--- config.mk ---
export PLATFORM = sky130hd
export DESIGN_NAME = apb_int_servicer
export DESIGN_NICKNAME = d
export VERILOG_FILES = /design/src/rtl/apb_int_servicer.sv
export SDC_FILE = /design/constraint.sdc
export NUM_CORES = 1
export LEC_CHECK = 0
export BUFFER_PORTS_ARGS = -buffer_cell sky130_fd_sc_hd__buf_2
export CORE_UTILIZATION = 40
export CTS_CLUSTER_DIAMETER = 40
export DETAILED_ROUTE_END_ITERATION = 10
export GPL_ROUTABILITY_DRIVEN = 0
export HOLD_SLACK_MARGIN = 0.02
export PLACE_DENSITY_LB_ADDON = 0.2
export SLEW_MARGIN = 10
export SYNTH_ARGS = -nofsm -noshare
export SYNTH_HDL_FRONTEND = slang
export SYNTH_SLANG_ARGS = --single-unit
--- constraint.sdc ---
create_clock -name PCLK -period 2.52 [get_ports PCLK]
set_input_delay 0.504 -clock PCLK [delete_from_list [all_inputs] [get_ports PCLK]]
set_output_delay 0.504 -clock PCLK [all_outputs]
set_load 0.005 [all_outputs]
--- src/rtl/apb_int_servicer.sv ---
// apb_int_servicer: APB initiator that services an interrupt controller.
// It watches nLMINT, reads ISTAT, masks the highest-priority source through
// IENCLR, hands the vector to a consumer over VEC_VALID/VEC_READY, waits for
// SVC_DONE and then re-enables the source through IENSET.
// Optional build macro APB_SVC_SOFTCLR_EN: for soft vectors (0..3) the
// matching SOFTINT bit is cleared (IRSTAT read + SOFTINT write) before masking.
module apb_int_servicer #(
  parameter logic [1:0]  CPU_SEL = 2'b00,
  parameter int unsigned HOLDOFF = 3
) (
  input  logic       PCLK,
  input  logic       nRESET,
  input  logic       nLMINT,
  input  logic [7:0] PRDATA,
  output logic       PSEL,
  output logic       PENABLE,
  output logic       PWRITE,
  output logic [5:0] PADDR,
  output logic [7:0] PWDATA,
  output logic       VEC_VALID,
  output logic [2:0] VEC_ID,
  input  logic       VEC_READY,
  input  logic       SVC_DONE,
  output logic       BUSY
);

  localparam logic [3:0] REG_ISTAT   = 4'b0000;
  localparam logic [3:0] REG_IENSET  = 4'b0010;
  localparam logic [3:0] REG_IENCLR  = 4'b0011;
`ifdef APB_SVC_SOFTCLR_EN
  localparam logic [3:0] REG_IRSTAT  = 4'b0001;
  localparam logic [3:0] REG_SOFTINT = 4'b0100;
`endif

  localparam logic [2:0] HOLDOFF_LD = 3'(HOLDOFF);

  typedef enum logic [3:0] {
    S_IDLE,
    S_RD_ST,
    S_RD_AC,
    S_EVAL,
    S_CLR_ST,
    S_CLR_AC,
    S_PRESENT,
    S_WAIT_DONE,
    S_SET_ST,
    S_SET_AC
`ifdef APB_SVC_SOFTCLR_EN
    ,
    S_IRS_ST,
    S_IRS_AC,
    S_SFT_ST,
    S_SFT_AC
`endif
  } state_t;

  state_t     state_q, state_d;
  logic [2:0] holdoff_q, holdoff_d;
  logic [7:0] stat_q, stat_d;
  logic [7:0] mask_q, mask_d;
  logic [2:0] vec_id_q, vec_id_d;
`ifdef APB_SVC_SOFTCLR_EN
  logic [3:0] raw_q, raw_d;
`endif

  logic       psel_q, psel_d;
  logic       penable_q, penable_d;
  logic       pwrite_q, pwrite_d;
  logic [5:0] paddr_q, paddr_d;
  logic [7:0] pwdata_q, pwdata_d;
  logic       vec_valid_q, vec_valid_d;
  logic       busy_q, busy_d;

  // Index of the highest set bit; bit 7 has the highest priority.
  function automatic logic [2:0] msb_index(input logic [7:0] v);
    logic [2:0] idx;
    idx = 3'd0;
    for (int i = 0; i < 8; i++) begin
      if (v[i]) idx = 3'(i);
    end
    return idx;
  endfunction

  // Sequencer: next state, holdoff countdown and the latched status/vector.
  always_comb begin
    // NOTE: every signal gets a default before the case so no path leaves it unassigned (no latches).
    state_d   = state_q;
    holdoff_d = holdoff_q;
    stat_d    = stat_q;
    mask_d    = mask_q;
    vec_id_d  = vec_id_q;
`ifdef APB_SVC_SOFTCLR_EN
    raw_d     = raw_q;
`endif
    case (state_q)
      S_IDLE: begin
        if (holdoff_q != 3'd0) begin
          holdoff_d = holdoff_q - 3'd1;
        end else if (!nLMINT) begin
          state_d = S_RD_ST;
        end
      end
      S_RD_ST:  state_d = S_RD_AC;
      S_RD_AC: begin
        stat_d  = PRDATA;
        state_d = S_EVAL;
      end
      S_EVAL: begin
        if (stat_q == 8'h00) begin
          // Spurious request: nothing pending by the time ISTAT was read.
          holdoff_d = HOLDOFF_LD;
          state_d   = S_IDLE;
        end else begin
          vec_id_d = msb_index(stat_q);
          mask_d   = 8'h01 << vec_id_d;
`ifdef APB_SVC_SOFTCLR_EN
          state_d  = (vec_id_d[2] == 1'b0) ? S_IRS_ST : S_CLR_ST;
`else
          state_d  = S_CLR_ST;
`endif
        end
      end
`ifdef APB_SVC_SOFTCLR_EN
      S_IRS_ST: state_d = S_IRS_AC;
      S_IRS_AC: begin
        raw_d   = PRDATA[3:0];
        state_d = S_SFT_ST;
      end
      S_SFT_ST: state_d = S_SFT_AC;
      S_SFT_AC: state_d = S_CLR_ST;
`endif
      S_CLR_ST: state_d = S_CLR_AC;
      S_CLR_AC: state_d = S_PRESENT;
      S_PRESENT: begin
        // SVC_DONE is deliberately not looked at until the vector is accepted.
        if (VEC_READY) state_d = S_WAIT_DONE;
      end
      S_WAIT_DONE: begin
        if (SVC_DONE) state_d = S_SET_ST;
      end
      S_SET_ST: state_d = S_SET_AC;
      S_SET_AC: begin
        holdoff_d = HOLDOFF_LD;
        state_d   = S_IDLE;
      end
      default:  state_d = S_IDLE;
    endcase
  end

  // Output decode from the next state so every output is a flop aligned with its state.
  always_comb begin
    psel_d      = 1'b0;
    penable_d   = 1'b0;
    pwrite_d    = 1'b0;
    paddr_d     = 6'h00;
    pwdata_d    = 8'h00;
    vec_valid_d = (state_d == S_PRESENT);
    busy_d      = (state_d != S_IDLE);
    case (state_d)
      S_RD_ST, S_RD_AC: begin
        psel_d    = 1'b1;
        penable_d = (state_d == S_RD_AC);
        paddr_d   = {CPU_SEL, REG_ISTAT};
      end
      S_CLR_ST, S_CLR_AC: begin
        psel_d    = 1'b1;
        penable_d = (state_d == S_CLR_AC);
        pwrite_d  = 1'b1;
        paddr_d   = {CPU_SEL, REG_IENCLR};
        pwdata_d  = mask_d;
      end
      S_SET_ST, S_SET_AC: begin
        psel_d    = 1'b1;
        penable_d = (state_d == S_SET_AC);
        pwrite_d  = 1'b1;
        paddr_d   = {CPU_SEL, REG_IENSET};
        pwdata_d  = mask_d;
      end
`ifdef APB_SVC_SOFTCLR_EN
      S_IRS_ST, S_IRS_AC: begin
        psel_d    = 1'b1;
        penable_d = (state_d == S_IRS_AC);
        paddr_d   = {CPU_SEL, REG_IRSTAT};
      end
      S_SFT_ST, S_SFT_AC: begin
        psel_d    = 1'b1;
        penable_d = (state_d == S_SFT_AC);
        pwrite_d  = 1'b1;
        paddr_d   = {CPU_SEL, REG_SOFTINT};
        pwdata_d  = {4'b0000, raw_d & ~mask_d[3:0]};
      end
`endif
      default: ;
    endcase
  end

  // State and registered outputs; reset aborts any transfer in flight.
  always_ff @(posedge PCLK or negedge nRESET) begin
    if (!nRESET) begin
      state_q     <= S_IDLE;
      holdoff_q   <= 3'd0;
      stat_q      <= 8'h00;
      mask_q      <= 8'h00;
      vec_id_q    <= 3'd0;
`ifdef APB_SVC_SOFTCLR_EN
      raw_q       <= 4'h0;
`endif
      psel_q      <= 1'b0;
      penable_q   <= 1'b0;
      pwrite_q    <= 1'b0;
      paddr_q     <= 6'h00;
      pwdata_q    <= 8'h00;
      vec_valid_q <= 1'b0;
      busy_q      <= 1'b0;
    end else begin
      // NOTE: non-blocking assignments so every flop samples pre-edge values.
      state_q     <= state_d;
      holdoff_q   <= holdoff_d;
      stat_q      <= stat_d;
      mask_q      <= mask_d;
      vec_id_q    <= vec_id_d;
`ifdef APB_SVC_SOFTCLR_EN
      raw_q       <= raw_d;
`endif
      psel_q      <= psel_d;
      penable_q   <= penable_d;
      pwrite_q    <= pwrite_d;
      paddr_q     <= paddr_d;
      pwdata_q    <= pwdata_d;
      vec_valid_q <= vec_valid_d;
      busy_q      <= busy_d;
    end
  end

  assign PSEL      = psel_q;
  assign PENABLE   = penable_q;
  assign PWRITE    = pwrite_q;
  assign PADDR     = paddr_q;
  assign PWDATA    = pwdata_q;
  assign VEC_VALID = vec_valid_q;
  assign VEC_ID    = vec_id_q;
  assign BUSY      = busy_q;

endmodule
# After elaboration in Yosys (flattened, before gate mapping)
# Index checks and enable logic that the tools add are counted.
dict set report totals {
  ff_bits 45
  in_bits 13
  output_inout_bits 22
  wordCells 70
}
dict set report classes {
  n_addsub 1
  n_eq_ne 18
  shift 1
  muxes 25
  n_bitwise 1
  reduce_logical 12
}
# operator n
set ops {}
lappend ops {{one-hot mux 4 bit (9 select lines)} 1}
lappend ops {{2-to-1 mux 3 bit} 11}
lappend ops {{== test 4 x 3 -> 1 bit, second input constant} 7}
lappend ops {{2-to-1 mux 8 bit} 3}
lappend ops {{== test 4 bit, second input constant} 4}
lappend ops {{2-to-1 mux 4 bit} 4}
lappend ops {{== test 4 x 2 -> 1 bit, second input constant} 3}
lappend ops {{one-hot mux 3 bit (3 select lines)} 1}
lappend ops {{== test 4 x 1 -> 1 bit, second input constant} 2}
lappend ops {{zero test 8 bit} 1}
lappend ops {{left shift 1 x 3 -> 8 bit, first input constant} 1}
lappend ops {{nonzero test 3 bit} 2}
lappend ops {{OR reduction 2 bit} 3}
lappend ops {{OR reduction 6 bit} 1}
lappend ops {{zero test 4 bit} 1}
lappend ops {{inequality test 2 bit, second input constant} 2}
lappend ops {{one-hot mux 2 bit (2 select lines)} 1}
lappend ops {{nonzero test 4 bit} 1}
lappend ops {{OR reduction 4 bit} 1}
lappend ops {{2-to-1 mux 1 bit} 3}
lappend ops {{one-hot mux 1 bit (3 select lines)} 1}
lappend ops {{AND reduction 3 bit} 1}
lappend ops {{subtractor 3 x 1 -> 3 bit, second input constant} 1}
lappend ops {{AND reduction 2 bit} 1}
lappend ops {{NOT 1 bit} 1}

# Longest topological paths before layout
dict set report logic_depth {
  depth_word 13
  depth_mapped 7
  mapped_depth_nobuf 7
}

# Worst setup path after synthesis
# Ideal clock, no wire load.
dict set report synth_timing {
  kind {reg2reg}
  from {register stat_q[7]}
  to {register busy_q, in the netlist BUSY}
  setup_time_ps 131
  arrival_ps 1635
  required_time_ps 2389
  setup_slack_ps 753
  stages_incl_launch_ff 6
  path_buffers 1
  period_less_slack_ps 1767
  path_cell_list {dfrtp_1 > or4_4 > o21ai_4 > buf_6 > nand3_2 > or3_1}
}
dict set report synth_via {
  elab_chain_cells 4
}
# element line
set synth_lines {}
lappend synth_lines {{start, declared} 59} ;# logic [7:0] stat_q, stat_d;
lappend synth_lines {{start signal, assigned} 219} ;# stat_q <= stat_d;
lappend synth_lines {{zero test 8 bit} 109} ;# if (stat_q == 8'h00) begin
lappend synth_lines {{2-to-1 mux 3 bit} 109}
lappend synth_lines {{one-hot mux 4 bit (9 select lines)} 95} ;# case (state_q)
lappend synth_lines {{nonzero test 4 bit} 158} ;# busy_d = (state_d != S_IDLE);
lappend synth_lines {{via busy_d} 72} ;# logic busy_q, busy_d;
lappend synth_lines {{end signal, assigned} 231} ;# busy_q <= busy_d;
lappend synth_lines {{end, declared} 72}
# The timed path passes the listed nets, and every way through them passes these cells.
# A chain may end at the register's enable or synchronous reset.

# Final worst setup path
dict set report layout_timing {
  from {register stat_q[7]}
  to {register pwdata_q[3], in the netlist PWDATA[3]}
}
dict set report layout_via {
  elab_chain_cells 7
  word_cells_on_any_way 15
  cone_classes {4 x eq/ne; 1 x shift; 8 x mux; 2 x reduce/logical}
}
# element line
set layout_lines {}
lappend layout_lines {{branches (longest 6 deep; another with one-hot mux 4 bit (9 select lines))} --}
lappend layout_lines {{2-to-1 mux 8 bit *} 159} ;# case (state_d)
lappend layout_lines {{via pwdata_d[3]} 70} ;# logic [7:0] pwdata_q, pwdata_d;
lappend layout_lines {{end signal, assigned} 229} ;# pwdata_q <= pwdata_d;
lappend layout_lines {{end, declared} 70}
# Mark *: on every way through the listed nets, which the timed path passes. The select of a mux whose other input is x is not followed.

==> results.ini <==
[synth]
synth_ff_type = dfrtp_1
ys_types = 49
synth_top_area_share_pct = 56.5
synth_seq_cells = 41
yosysTopAreaCell = dfrtp_1
synth_edf_count = 0
ys_seq_area_share_pct = 56.5
yosys_warnings = 0
syn_area_um2 = 1820
syn_area_per_cell_um2 = 11.2
ys_async_sr_fraction_pct = 100
syn_inst = 162
yosys-top-cells-area = dfrtp_1 57%, mux2_2 3.7%, o21ai_0 2.8%

[outcome]
outcome = finished, final reports clean

[sta]
hold_viol_final = 0
clock.fmax_mhz = 526
fin_tns_setup_ns = 0
finalCritPeriodShare_pct = 75.4
fin_skew_ns = 0.00319
worstMarginPinSlew_ns = 0.883
relSlewSlack_pct = 41.1
rsz0062_at_grt = false
setup_viol_count_final = 0
drv_slew = 0
min_period_ns = 1.90

[global_routing]
grt_pass1_vias = 1309
grt_usage_pct = 16.3
grt_max_degree = 42
gr-total-overflow = 0
antenna_found_initial = 0
grt_pass1_wl_mm = 6.24

[floorplan]
pin_count = 35
rows = 24
design.core.area_um2 = 4350
initial_core_util_pct = 41.7
die_h_um = 69.4
die_w_um = 69.4
fp.dieArea_um2 = 4810

[cts]
cts.sinks = 41
cts_resized = 0
cts_tree = built
htree_levels = 2
cts-hold-fix-buffers = 0
cts_root_buffer = clkbuf_8
path_clk_slew_ns = 0.08
cts_buffers = 5
clockBufferDepth = 2
clock_latency_ns = 0.29
cts_setup_buffers = 0

[critical_path]
start_kind = register
path_cells = or4_4, o21ai_4, a31o_1, o21ba_1
cp_slowest_cell = or4_4
arrival_ns = 2.09
crit_path_end_kind = register
max_stage_delay_ns = 0.58
critical_path_required_ns = 2.71
path_class = reg -> reg
path_max_fanout = 11

[power_and_ir_drop]
power.share.clock_pct = 20.6
cellLeakagePower_uw = 0.00104
power_switching_uw = 950
p_sw_share_pct = 36.2
p_comb_share_pct = 36.2
seq_power_share_pct = 43.2
p_int_uw = 1680
irDropWorstVdd_uv = 455
powerDensity_nw_per_um2 = 1250

[finish]
fin_area_um2 = 2100
post-route-util_pct = 48.3
area_growth_pct = 15.9
nets = 208
diodes = 0
drive_above_1_share_pct = 27.3

[drt]
drc = 0
drt-total-wl_mm = 3.45
drtAntennaViolNets = 0
dr.pass1.iters = 4
wl_per_cell_um = 14.0
viasPerCell = 5.20
drt_iter0_markers = 81
dr_total_vias = 1279

[placed_design]
placedInstanceArea_um2 = 1990
port_buffers = 30
dp_hpwl_mm = 2.46

[flow_run]
drv_cap = 0

[worst_hold_path]
hp-class = in -> async

-- synthesized netlist by cell type, drive strengths merged, types with 3 or more instances --
cell type and count:
or4 3, nand2 12, nand2b 3, buf 8, nor4 3, inv 10
nor2 7, nor3 3, dfrtp 41, clkbuf 3, a21oi 7, mux2 6
nor2b 6, a32o 3, o21ai 12
-- metal layers --
metal  routed length (um)  track usage (%)
met1                 1590             21.8
met2                 1600             25.4
met3                  184             4.36
met4                   75             6.35
met5                    0                0
-- kinds of logic (layout without fill, tap and decap cells) --
group           count (synthesis)  count (layout)  synth area share, %
compound gates                 37              37                 14.3
xor+xnor                        2               2                0.965
fa+ha+maj                       2               2                 1.38
buf+inv                        21              50                 5.93
flops                          41              41                 56.5
mux                             6               6                 3.72
other cells                     1               4                0.207
simple gates                   52              52                 17.0
-- worst paths after layout --
kind,start,to,slack [ns],cells past startpoint
worst max register to register,stat_q[7],PWDATA[3],0.62,4
min in group PCLK,PRDATA[7],stat_q[7],0.42,3
worst min register to register,mask_q[0],mask_q[0],0.48,2
worst min-delay path,nRESET,state_q[0],0.33,1
max in group asynchronous,nRESET,holdoff_q[1],1.64,1
worst max-delay path,stat_q[7],PWDATA[3],0.62,4
-- power by group through the flow --
stage          registers [uW]  clock network [uW]  logic (uW)
2_1_floorplan            1050                   0         773
3_3_place_gp             1130                   0         928
3_5_place_dp             1150                   0         960
4_1_cts                  1130                 556         966
5_1_grt                  1170                 585        1090
6_report                 1130                 542         950
-- layout make-up --
class	count	area [um^2]
fill	420	2250
timing repair buffer	32	165
clock buffer	7	86.3
multi-input combinational	103	693
tap	52	65.1
sequential	41	1030
inverter	10	37.5
clock inverter	1	30.0
-- stage by stage --
| step | cells | power (uW) | hold slack, ns | setup WS, ns |
|---|---|---|---|---|
| 6_report | 246 | 2630 | 0.328 | 0.619 |
| 4_1_cts | 246 | 2660 | 0.372 | 0.598 |
| 3_3_place_gp | 238 | 2060 | 0.454 | 0.652 |
| 2_1_floorplan | 165 | 1820 | 0.208 | 0.753 |
| 5_1_grt | 246 | 2850 | 0.404 | 0.453 |
| 3_5_place_dp | 238 | 2110 | 0.459 | 0.591 |
-- placed cells by master, fill, tap and decap left out, drive strengths merged, types with 2 or more instances in the layout --
cell,instances
buf,32
a32o,3
inv,10
nor2,7
o21ai,12
nand2b,3
nor2b,6
nand3,2
conb,4
clkbuf,7
a22o,2
o21ba,2
ha,2
nor4,3
xor2,2
or2,2
nand2,12
o31ai,2
nor3,3
or4,3
a21oi,7
dfrtp,41
mux2,6
a211oi,2
and2,2
-- state kept, by name, indices dropped and copies added (netlist names) --
name	flops
VEC_ID	3
PENABLE	1
mask_q	8
holdoff_q	3
BUSY	1
VEC_VALID	1
PADDR	2
PWDATA	8
PSEL	1
PWRITE	1
state_q	4
stat_q	8
-- critical path: cells and delay by family (launching register included) --
family / cells / cell delay [ns]
AO/OA/AOI/OAI: 3 / 0.77
flip-flops: 1 / 0.44
AND/OR/NAND/NOR: 1 / 0.58
(Power assumes the default switching activity.)
